[src/rtl/memory_cycle_pkg.sv]
// Shared encodings for the memory-access stage: funct3 sizes, FSM states,
// byte-enable bases and the size-alignment helper.
package mem_pkg;

  localparam logic [2:0] F3_B  = 3'b000;
  localparam logic [2:0] F3_H  = 3'b001;
  localparam logic [2:0] F3_W  = 3'b010;
  localparam logic [2:0] F3_D  = 3'b011;
  localparam logic [2:0] F3_BU = 3'b100;
  localparam logic [2:0] F3_HU = 3'b101;
  localparam logic [2:0] F3_WU = 3'b110;

  localparam logic [7:0] BE_B = 8'h01;
  localparam logic [7:0] BE_H = 8'h03;
  localparam logic [7:0] BE_W = 8'h0F;
  localparam logic [7:0] BE_D = 8'hFF;

  typedef enum logic [1:0] {
    IDLE     = 2'd0,
    WAIT_GNT = 2'd1,
    WAIT_RSP = 2'd2
  } state_t;

  // Offset bits that may legally be non-zero for a given access size.
  function automatic logic [2:0] align_mask(input logic [1:0] size);
    case (size)
      2'b00:   align_mask = 3'b111;
      2'b01:   align_mask = 3'b110;
      2'b10:   align_mask = 3'b100;
      default: align_mask = 3'b000;
    endcase
  endfunction

endpackage

[src/rtl/memory_cycle_load_extend.sv]
// Load formatter: selects the addressed byte lane of the read doubleword and
// sign- or zero-extends it to 64 bits according to funct3.
module load_extend
  import mem_pkg::*;
(
  input  logic [63:0] rdata,
  input  logic [2:0]  off,
  input  logic [2:0]  funct3,
  output logic [63:0] result
);

  logic [63:0] shifted;

  // Lane select followed by size-dependent extension.
  always_comb begin
    shifted = rdata >> {off, 3'b000};
    case (funct3)
      F3_B:    result = {{56{shifted[7]}},  shifted[7:0]};
      F3_H:    result = {{48{shifted[15]}}, shifted[15:0]};
      F3_W:    result = {{32{shifted[31]}}, shifted[31:0]};
      F3_D:    result = shifted;
      F3_BU:   result = {56'd0, shifted[7:0]};
      F3_HU:   result = {48'd0, shifted[15:0]};
      F3_WU:   result = {32'd0, shifted[31:0]};
      default: result = '0;
    endcase
  end

endmodule

[src/rtl/memory_cycle.sv]
// Memory-access stage: drives the req/gnt/rvalid data port, formats load
// data and holds the MEM/WB register. Optional feature macro:
// MEMORY_CYCLE_MISALIGN_TRAP_EN (misaligned accesses trap instead of being
// silently aligned).
module memory_cycle
  import mem_pkg::*;
(
  input  logic        clk,
  input  logic        rst,
  input  logic        ValidM,
  input  logic        RegWriteM,
  input  logic        MemReadM,
  input  logic        MemWriteM,
  input  logic        ResultSrcM,
  input  logic [2:0]  Funct3M,
  input  logic [4:0]  RdM,
  input  logic [63:0] ALU_ResultM,
  input  logic [63:0] WriteDataM,
  input  logic [63:0] PCPlus4M,
  output logic        dmem_req,
  output logic        dmem_we,
  output logic [63:0] dmem_addr,
  output logic [7:0]  dmem_be,
  output logic [63:0] dmem_wdata,
  input  logic        dmem_gnt,
  input  logic        dmem_rvalid,
  input  logic [63:0] dmem_rdata,
  output logic        StallM,
  output logic        ValidW,
  output logic        RegWriteW,
  output logic        ResultSrcW,
  output logic [4:0]  RdW,
  output logic [63:0] ALU_ResultW,
  output logic [63:0] ReadDataW,
  output logic [63:0] PCPlus4W
`ifdef MEMORY_CYCLE_MISALIGN_TRAP_EN
  ,
  output logic        MisalignW
`endif
);

  state_t      state, state_next;
  logic        mem_op, is_load, req_state, misalign, trap, retire_mem, retire;
  logic [2:0]  off_raw, mask, off;
  logic [7:0]  be_base;
  logic [63:0] load_data;

  assign mem_op    = ValidM & (MemReadM | MemWriteM);
  assign is_load   = MemReadM & ~MemWriteM;
  assign off_raw   = ALU_ResultM[2:0];
  assign mask      = align_mask(Funct3M[1:0]);
  assign req_state = (state == IDLE) || (state == WAIT_GNT);
  assign dmem_addr = {ALU_ResultM[63:3], 3'b000};

`ifdef MEMORY_CYCLE_MISALIGN_TRAP_EN
  assign misalign = |(off_raw & ~mask);
  assign off      = off_raw;
`else
  assign misalign = 1'b0;
  assign off      = off_raw & mask;
`endif

  assign trap       = mem_op & req_state & misalign;
  assign retire_mem = (dmem_req & dmem_gnt & MemWriteM) | trap |
                      (mem_op & (state == WAIT_RSP) & dmem_rvalid);
  assign retire     = (ValidM & ~mem_op) | retire_mem;

  load_extend u_load_extend (
    .rdata  (dmem_rdata),
    .off    (off),
    .funct3 (Funct3M),
    .result (load_data)
  );

  // FSM state register.
  always_ff @(posedge clk or posedge rst) begin
    if (rst) state <= IDLE;
    else     state <= state_next;
  end

  // Next-state: one outstanding transaction; stores finish on grant.
  always_comb begin
    state_next = state;
    case (state)
      IDLE, WAIT_GNT: begin
        if (mem_op && !misalign) begin
          if (dmem_gnt) state_next = MemWriteM ? IDLE : WAIT_RSP;
          else          state_next = WAIT_GNT;
        end else begin
          state_next = IDLE;
        end
      end
      WAIT_RSP: if (dmem_rvalid) state_next = IDLE;
      default:  state_next = IDLE;
    endcase
  end

  // Memory-port and stall outputs.
  always_comb begin
    case (Funct3M[1:0])
      2'b00:   be_base = BE_B;
      2'b01:   be_base = BE_H;
      2'b10:   be_base = BE_W;
      default: be_base = BE_D;
    endcase
    dmem_req   = mem_op & req_state & ~misalign;
    dmem_we    = MemWriteM;
    dmem_be    = be_base << off;
    dmem_wdata = WriteDataM << {off, 3'b000};
    StallM     = mem_op & ~retire_mem;
  end

  // MEM/WB register: capture on retire, otherwise insert a bubble.
  always_ff @(posedge clk or posedge rst) begin
    if (rst) begin
      ValidW      <= 1'b0;
      RegWriteW   <= 1'b0;
      ResultSrcW  <= 1'b0;
      RdW         <= '0;
      ALU_ResultW <= '0;
      ReadDataW   <= '0;
      PCPlus4W    <= '0;
`ifdef MEMORY_CYCLE_MISALIGN_TRAP_EN
      MisalignW   <= 1'b0;
`endif
    end else if (retire) begin
      ValidW      <= 1'b1;
      RegWriteW   <= RegWriteM & ~trap;
      ResultSrcW  <= ResultSrcM;
      RdW         <= RdM;
      ALU_ResultW <= ALU_ResultM;
      ReadDataW   <= (mem_op & is_load & ~trap) ? load_data : '0;
      PCPlus4W    <= PCPlus4M;
`ifdef MEMORY_CYCLE_MISALIGN_TRAP_EN
      MisalignW   <= trap;
`endif
    end else begin
      ValidW      <= 1'b0;
      RegWriteW   <= 1'b0;
`ifdef MEMORY_CYCLE_MISALIGN_TRAP_EN
      MisalignW   <= 1'b0;
`endif
    end
  end

endmodule

[config.mk]
export PLATFORM = sky130hd
export DESIGN_NAME = memory_cycle
export DESIGN_NICKNAME = d
export VERILOG_FILES = /design/src/rtl/memory_cycle_pkg.sv /design/src/rtl/memory_cycle_load_extend.sv /design/src/rtl/memory_cycle.sv
export SDC_FILE = /design/constraint.sdc
export NUM_CORES = 1
export LEC_CHECK = 0
export ABC_CLOCK_PERIOD_IN_PS = 12840
export BUFFER_PORTS_ARGS = -buffer_cell sky130_fd_sc_hd__buf_2
export CORE_AREA = 2 2 241 243
export DETAILED_ROUTE_END_ITERATION = 16
export DIE_AREA = 0 0 243 245
export PLACE_DENSITY = 0.54
export SYNTH_ARGS = -nofsm -noshare
export SYNTH_HDL_FRONTEND = slang
export SYNTH_SLANG_ARGS = --single-unit
[constraint.sdc]
create_clock -name clk -period 12.84 [get_ports clk]
set_input_delay 0.642 -clock clk [delete_from_list [all_inputs] [get_ports clk]]
set_output_delay 0.642 -clock clk [all_outputs]
set_load 0.1 [all_outputs]
# [Word level (Yosys, flattened, before mapping)]
# Index checks and enable logic that the tools add are counted.
# W data, S select, Z words.
[op_classes] n_eq_ne=11 shift=3 n_mux=11 n_bitwise=17 reduce_logical=5
[op_table] operator="$pmux W64 S7" count=1
[op_table] operator="$mux W64" count=1
[op_table] operator="$shl A64 B6 Y64" count=1
[op_table] operator="$shr A64 B6 Y64" count=1
[op_table] operator="$pmux W8 S3" count=1
[op_table] operator="$and A1 B1 Y1" count=10
[op_table] operator="$eq A3 B3 Y1 const B" count=3
[op_table] operator="$pmux W3 S3" count=1
[op_table] operator="$mux W2" count=4
[op_table] operator="$shl A8 B3 Y8" count=1
[op_table] operator="$eq A3 B2 Y1 const B" count=2
[op_table] operator="$eq A2 B1 Y1 const B" count=2
[op_table] operator="$eq A2 B2 Y1 const B" count=2
[op_table] operator="$logic_not A2 Y1" count=2
[op_table] operator="$pmux W2 S2" count=1
[op_table] operator="$and A3 B3 Y3" count=1
[op_table] operator="$eq A3 B1 Y1 const B" count=1
[op_table] operator="$logic_not A3 Y1" count=1
[op_table] operator="$not A1 Y1" count=3
[op_table] operator="$or A1 B1 Y1" count=3
[op_table] operator="$mux W1" count=2
[op_table] operator="$ne A2 B2 Y1 const B" count=1
[op_table] operator="$reduce_or A2 Y1" count=1
[op_table] operator="$logic_or A1 B1 Y1" count=1
[word_totals] output_inout_bits=339 register_bits=202 input_bits=273

# [Logic depth before layout (Yosys ltp)]
# Gate-level depths: netlist (run 1).
[depth] ltp_word=8 ltp_mapped=10 mapped_depth_nobuf=6

# [By module]
# From an unflattened synthesis (run 1), not the netlist that was laid out.
[hier_totals] hier_cells=1285 hier_area_um2=12988.7
[modules_own_cells] module="memory_cycle" cells_per_inst=996 n_inst=1 area_each_um2=10455.0
[modules_own_cells] module="load_extend" cells_per_inst=289 n_inst=1 area_each_um2=2533.7

# [Worst setup path before layout (run 1)]
# Ideal clock, no wire load.
[synth_path] kind="input to output" start="input port ALU_ResultM[1]" end="output port dmem_wdata[41]" t_arrival_ns=3.991 path_slack_ns=8.207 cell_stages=7 cell_sequence="clkbuf_1 > nor2b_1 > buf_2 > buf_2 > clkbuf_1 > nand2_1 > o21ai_0"
[synth_via] elab_chain_cells=2
[synth_rtl] element="start, declared" line="memory_cycle.sv:17" rtl="input logic [63:0] ALU_ResultM,"
[synth_rtl] element="$and A3 B3 Y3" line="memory_cycle.sv:60" rtl="assign off = off_raw & mask;"
[synth_rtl] element="$shl A64 B6 Y64" line="memory_cycle.sv:109" rtl="dmem_wdata = WriteDataM << {off, 3'b000};"
[synth_rtl] element="end, declared" line="memory_cycle.sv:24" rtl="output logic [63:0] dmem_wdata,"
# Every way passes these cells.

# [Worst setup path after layout (run 1)]
[layout_path] start="input port Funct3M[1]" end="output port dmem_wdata[40]"
[layout_via] elab_chain_cells=4
[layout_rtl] element="start, declared" line="memory_cycle.sv:15" rtl="input logic [2:0] Funct3M,"
[layout_rtl] element="$eq A2 B2 Y1, or another cell as far along" line="memory_cycle_pkg.sv:26" rtl="case (size)"
[layout_rtl] element="$pmux W3 S3 *" line="memory_cycle_pkg.sv:26"
[layout_rtl] element="$and A3 B3 Y3 *" line="memory_cycle.sv:60"
[layout_rtl] element="$shl A64 B6 Y64 *" line="memory_cycle.sv:109"
# Mark *: on every way between the ends. The rest lies on a longest branch, timed or not.

==> parameters.txt, run 1 <==
Parameter                              Value

Outcome
  Result of the run    complete, no violations

Timing
  Slew Limit Fails    0
  Unrepaired setup endpoints after global routing    false
  Relative slew margins    34.22%
  Total Negative Setup Slacks    0 ps
  Post-route clock skew    ~12 ps
  Worst Tran Pin Value    roughly 990 ps
  Final number of hold-violating endpoints    0
  F_max    0.2333 GHz
  Final critical path time including I/O delays and setup    4286 ps
  Final period util    around 33%
  Final Setup Violations    0

Clocking
  Clock tree from TritonCTS    built
  Post-CTS Setup Repair Bufs    0
  Bufs on Longest Clock Path    3
  Clock slew seen by the registers of the worst setup and hold paths    60 ps
  Number of hold buffers added after CTS    0
  Clock tree root driver cell    clkbuf_16
  TritonCTS buffer count    24
  CTS-repair resized insts    0
  Total clock sinks    202
  Clock network latency to the later pin of the worst-skew pair    550 ps
  H-Tree Level Count    1

Worst setup path
  Category of the most critical setup path    in2out
  Largest fanout of any net on the critical path    49
  Critical path buffer and inverter count    3
  Data required time of the critical path    12,200 ps
  Cell Chain, Critical Path    buf_2 -> nand2_1 -> nand2_2 -> buf_4 -> nand2_1 -> nand3_1 -> nand3_1 -> o21ai_0 -> buf_2
  Critical-path top delay cell    nand2_2
  Slowest cell delay on critical path    between 700 and 800 ps
  Arrival time of data at the critical path endpoint    between 3000 and 4000 ps
  Family with the most delay on the worst path    buffers and inverters
  Critical Path Sink Type    output port
  Sort of element at the start of the critical path    input pin

Power
  Leakage    8.789 nW
  Total Power    around 2.8 mW
  Power density over the cells    175.6 nW/um^2
  Worst IR Drop VDD    0.0001228 V

Synth
  Sequential share of the synthesized area    about 43%
  Mean post-synth cell area    roughly 7.7 sq um
  Yosys warning total    0
  Number of different library cells in the post-synthesis netlist    45
  Seq cells post-synth    202
  Cell count after synthesis    1,524
  Combined area of all synthesized cells    11,740 sq um

Drt
  Vias    between 10,000 and 15,000
  Via count normalized by instance count    around 4.6
  DRC Markers    0
  DR pass1 iterations    5
  First DRT Iteration DRCs    722
  Number of antenna-violating nets in the routed design    0
  Overall routed net length    ~58 mm
  Routed wire per std cell    20.80 microns

Global routing
  Global-route wire length before repair    83.10 mm
  GRT Resource Usage Total    18.41%
  Antenna violations before repair    10
  Vias in the first global route    12,610
  Maximum number of pins on one net before global-route repair    83
  Global route total overflow    0

Floorplanning
  Core box area    57,030 sq um
  Die H    245 microns
  Initial standard-cell utilization of the core    20.58%
  Die X    243 microns
  I/O pin cnt    roughly 600
  Cell Rows    88
  Total Die Area    slightly below 60,000 sq um

Placement
  Final weighted congestion in routability-driven placement    0.9532
  Port Buf Inserts    608
  DP HPWL    roughly 45 mm

Layout
  Area growth from synthesis to final layout    34.11%
  Share of final-layout standard cells stronger than drive strength 1    34.74%
  Commonest non-fill, non-tap cell in the layout    nand2_1
  Layout Nets    2,268
  Top library cells by usage in the layout, fill and taps aside    nand2_1, buf_2, dfrtp_1
  FILL cells    6,397

Job
  Maxcap violations    0

Hold path
  Tightest Hold Check Type    in2async
-- registers in the layout, summed over array words and instances, names as in the netlist --
name / count
ReadDataW: 64
RdW: 5
PCPlus4W: 64
ALU_ResultW: 64
ValidW: 1
ResultSrcW: 1
state: 2
RegWriteW: 1
-- synthesized netlist by cell type, drive strengths merged --
cell / count / share of area (%)
a2111oi: 1 / 0.23
a211oi: 1 / 0.064
a21boi: 1 / 0.064
a21o: 1 / 0.13
a21oi: 16 / 0.68
a221oi: 33 / 2.6
a22o: 6 / 0.45
a22oi: 9 / 0.58
a311o: 1 / 0.085
a31o: 11 / 0.82
a31oi: 23 / 1.2
a32o: 2 / 0.17
a32oi: 16 / 1.2
and2: 16 / 0.85
and2b: 1 / 0.064
and3: 9 / 0.48
buf: 107 / 5.9
clkbuf: 74 / 2.4
conb: 1 / 0.032
dfrtp: 202 / 43
inv: 7 / 0.22
mux2i: 60 / 5.1
mux4: 7 / 1.3
nand2: 700 / 22
nand2b: 5 / 0.27
nand3: 74 / 3.2
nand3b: 2 / 0.13
nor2: 49 / 1.6
nor2b: 2 / 0.11
nor3: 5 / 0.21
nor3b: 2 / 0.13
o211ai: 25 / 1.6
o21ai: 40 / 1.7
o221a: 1 / 0.096
o221ai: 2 / 0.15
o22ai: 7 / 0.37
o311ai: 1 / 0.075
or2: 3 / 0.16
or4: 1 / 0.064
-- stage by stage --
step	hold WS (ps)	setup WS [ps]	cell area, sq um	std cells	util, %
4_1_cts	179.7	8571	15730	2777	27.58
3_5_place_dp	456.2	8417	14950	2734	26.22
2_1_floorplan	461.3	6687	11750	1526	-
5_1_grt	198.5	8292	15730	2778	27.59
6_report	180.9	8554	15740	2781	27.60
3_3_place_gp	451.8	8554	14950	2734	26.22
-- cell families after synthesis --
group / Yosys count / share of synthesized area, %
AOI/OAI and AO/OA: 197 / 12.34
buffers and inverters: 188 / 8.528
DFF: 202 / 43.07
muxes: 67 / 6.460
other: 1 / 0.03195
and+or+nand+nor: 869 / 29.57
-- layout make-up --
cell class / instances / area [sq um] / share of cell area (%)
Antenna cell: 4 / 10.01 / 0.06359
Clock buffer: 35 / 711.9 / 4.523
Clock inverter: 8 / 65.06 / 0.4133
Inverter: 7 / 36.28 / 0.2305
Multi-Input combinational cell: 1136 / 5743 / 36.48
Sequential cell: 202 / 5055 / 32.11
Tap cell: 765 / 957.2 / 6.081
Timing Repair Buffer: 624 / 3163 / 20.09
-- path summary, 6_finish.rpt --
kind                                   start        endpoint  slack [ps]  cells past startpoint
worst max register to register      state[1]    PCPlus4W[11]        9860                      7
worst min-delay path                     rst       RegWriteW         180                      2
worst max-delay path              Funct3M[1]  dmem_wdata[40]        8550                      9
max in group asynchronous                rst    PCPlus4W[29]       11360                      3
min in group clk                PCPlus4M[24]    PCPlus4W[24]         290                      3
worst min register to register  PCPlus4W[22]    PCPlus4W[22]         470                      2
-- power breakdown --
group          internal, mW  switching [mW]
clock                 0.386           0.291
combinational         0.192            1.13
sequential            0.718          0.0443
-- routing by layer --
metal	wire length, microns	GRT usage, %	share of wire, %	vias up
li1	-	-	-	5957
met1	20820	19.62	36	6239
met2	29220	33.55	51	604
met3	5328	6.014	9.2	109
met4	2372	7.236	4.1	14
met5	97	0	0.17	-
No activity file was read; power rests on OpenSTA's default activity.
==> run 2, diff against run 1 <==
- ABC_AREA: unset -> 1
- ABC_CLOCK_PERIOD_IN_PS: 12840 -> 4280
- CORE_AREA: 2 2 241 243 -> 2 2 238 240
- DIE_AREA: 0 0 243 245 -> 0 0 240 242
- PLACE_DENSITY: 0.54 -> 0.55
- clock period: 12.84 -> 4.28 ns (I/O delays scaled with it)
==> run 2 against run 1 <==
Total power rose to 3.2 times the previous value. Sequential power rose to 3.1 times the previous value. Critical endpoint is now dmem_wdata[55]. Wire length barely moved. Hold slack got worse by 100 ps. Register-to-register slack got worse by 8100 ps. Die area fell by 2.4%. Setup slack got worse by 7300 ps. Clock skew rose by 22 ps. Count of clock-buffer cells in the layout fell by 3. Clock power rose to 2.9 times the previous value.
==> parameters.txt, run 2 <==
Parameter                              Value

Floorplanning
  Cell Rows    87 (-1.1%)
  Total Die Area    58,080 sq um (-2.4%)
  Initial standard-cell utilization of the core    21.88% (+1.3 points)
  Die X    240 microns (-1.2%)
  I/O pin cnt    612 (unchanged)
  Die H    242 microns (-1.2%)
  Core box area    55,730 sq um (-2.3%)

Global routing
  Antenna violations before repair    6 (-4)
  Global-route wire length before repair    83.58 mm (+0.57%)
  Global route total overflow    0 (unchanged)
  GRT Resource Usage Total    18.88% (+0.47 points)
  Maximum number of pins on one net before global-route repair    121 (+46%)
  Vias in the first global route    13,630 (+8.1%)

Hold path
  Tightest Hold Check Type    in2reg

Layout
  Share of final-layout standard cells stronger than drive strength 1    28.67% (-6.1 points)
  Top library cells by usage in the layout, fill and taps aside    nand2_1, buf_2, dfrtp_1
  Commonest non-fill, non-tap cell in the layout    nand2_1
  Top Registers    ALU_ResultW: 64 flops, PCPlus4W: 64 flops, ReadDataW: 64 flops
  Number of non-filler instances in the completed layout    3,162 (+14%)
  Area growth from synthesis to final layout    43.01%
  Layout Nets    2,660 (+17%)

Timing
  F_max    around 0.33 GHz
  Slew Limit Fails    0 (unchanged)
  Unrepaired setup endpoints after global routing    false
  Relative slew margins    10.39% (-24 points)
  Final critical path time including I/O delays and setup    3001 ps
  Final period util    70.11%
  Final number of hold-violating endpoints    0 (unchanged)
  Worst Tran Pin Value    1340 ps (+353.6 ps)
  Total Negative Setup Slacks    0 ps (unchanged)
  Final Setup Violations    0 (unchanged)
  Post-route clock skew    33.63 ps (+21.85 ps)

Synth
  Seq cells post-synth    202 (unchanged)
  Most frequent cell after synthesis    nand2_1
  Yosys warning total    0 (unchanged)
  Largest area contributor in the synthesized netlist    dfrtp_1
  Combined area of all synthesized cells    12,190 sq um (+3.9%)
  Mean post-synth cell area    6.839 sq um (-11%)
  Synth Flop Type    dfrtp_1
  Most frequent cells after synthesis    nand2_1, dfrtp_1, o21ai_0, nand3_1, inv_1
  Sequential share of the synthesized area    41.45% (-1.6 points)
  Number of different library cells in the post-synthesis netlist    35 (-22%)
  Synth async-reset ratio    100.0% (unchanged)
  Number of synthesized flops with an enable pin    0 (unchanged)
  Cell count after synthesis    1,783 (+17%)
  Post-synth top area share    41.45% (-1.6 points)
  Area contributors post-synth    dfrtp_1, nand2_1, buf_4

Worst setup path
  Register-to-register setup slack    1710 ps (-8150 ps)
  Endpoint of the worst setup timing path    dmem_wdata[55]
  Crit path from    Funct3M[1]
  Sort of element at the start of the critical path    input pin
  Critical register-to-register path startpoint    state[1]
  Category of the most critical setup path    in2out
  Reg2Reg Depth    7 (unchanged)
  Critical Path Sink Type    output port
  Arrival time of data at the critical path endpoint    2790 ps (-850 ps)
  Largest fanout of any net on the critical path    120 (+140%)
  Endpoint of the worst-slack reg-to-reg timing path    ALU_ResultW[25]
  Data required time of the critical path    4070 ps (-8130 ps)

Clocking
  H-Tree Level Count    1 (unchanged)
  Post-CTS Setup Repair Bufs    0 (unchanged)
  Number of hold buffers added after CTS    135 (+135)
  CTS-repair resized insts    0 (unchanged)
  Clock tree root driver cell    clkbuf_16
  Bufs on Longest Clock Path    3 (unchanged)
  TritonCTS buffer count    23 (-4.2%)
  Clock slew seen by the registers of the worst setup and hold paths    50 ps (about the same)
  Clock network latency to the later pin of the worst-skew pair    560 ps (about the same)
  Clock tree from TritonCTS    built
  Total clock sinks    202 (unchanged)

Power
  Power density over the cells    512.3 nW/um^2 (+190%)
  Leakage    10.04 nW (+14%)
  Worst IR Drop VDD    0.0003706 V (+200%)

Drt
  First DRT Iteration DRCs    845 (+17%)
  Overall routed net length    57.80 mm (about the same)
  Vias    13,930 (+7.8%)
  Routed wire per std cell    18.28 microns (-12%)
  DR pass1 iterations    5 (unchanged)
  Number of antenna-violating nets in the routed design    0 (unchanged)
  Via count normalized by instance count    4.405 (-5.2%)
  DRC Markers    0 (unchanged)

Placement
  DP HPWL    43.10 mm (-4.4%)
  Instance count after placement with tap cells included    2,983 (+9.1%)
  Final weighted congestion in routability-driven placement    0.8905 (-6.6%)
  Port Buf Inserts    608 (unchanged)

Job
  Maxcap violations    0 (unchanged)

Outcome
  Result of the run    complete, no violations
## run 2: worst min path at each step
stage | from | endpoint | slack (ps) | cells past startpoint
floorplan | dmem_gnt | state[0] | 280 | 1
finish | MemWriteM | state[1] | 80 | 4
CTS | ValidM | state[0] | 40 | 5
global route | ValidM | state[0] | 90 | 5
global placement | rst | RegWriteW | 390 | 2
detailed placement | rst | PCPlus4W[62] | 390 | 2
## run 2: final cells by class
type	count	area [sq um]
fill	6199	38290
multi-input combinational	1297	5704
sequential	202	5055
timing repair buffer	764	4617
tap	756	945.9
clock buffer	32	659.4
inverter	99	381.6
clock inverter	9	68.82
antenna	3	7.507
## run 2: cells by family after synthesis
logic type	after synthesis	synth area share [%]
other	1	0.03075
AO/OA/AOI/OAI	218	10.55
multiplexers	9	0.7388
AND/OR/NAND/NOR	1067	35.14
flip-flops	202	41.45
buffers and inverters	286	12.09
## run 2: per-layer routing
layer | wire length [microns] | track usage, % | vias up
met1 | 21980 | 21.16 | 6365
li1 | - | - | 6820
met5 | 28 | 0 | -
met3 | 4749 | 4.239 | 107
met2 | 28440 | 33.90 | 631
met4 | 2603 | 8.294 | 6
## run 2: per-stage QoR
step           hold slack (ps)  setup slack, ps  utilization (%)  power, mW  instance area (sq um)
2_1_floorplan            284.8            101.7                -      6.062                  12210
3_3_place_gp             386.4             1134            27.55      6.920                  15350
3_5_place_dp             386.7             1166            27.55      6.930                  15350
4_1_cts                  44.83             1309            31.28      9.007                  17430
5_1_grt                  94.29             1110            31.29      9.302                  17440
6_report                 76.08             1279            31.29      8.933                  17440
## run 2: report_power, final
group / internal, mW / switching [mW]
Sequential: 2.20 / 0.154
Clock: 1.08 / 0.847
Combinational: 0.714 / 3.93
## run 2: worst max-delay path, stage by stage
cell	delay, ps
buf_2	220
nor2_8	90
nand2_4	400
buf_12	470
nand2_2	270
o22ai_2	260
nor2_1	60
a31oi_1	240
buf_2	480
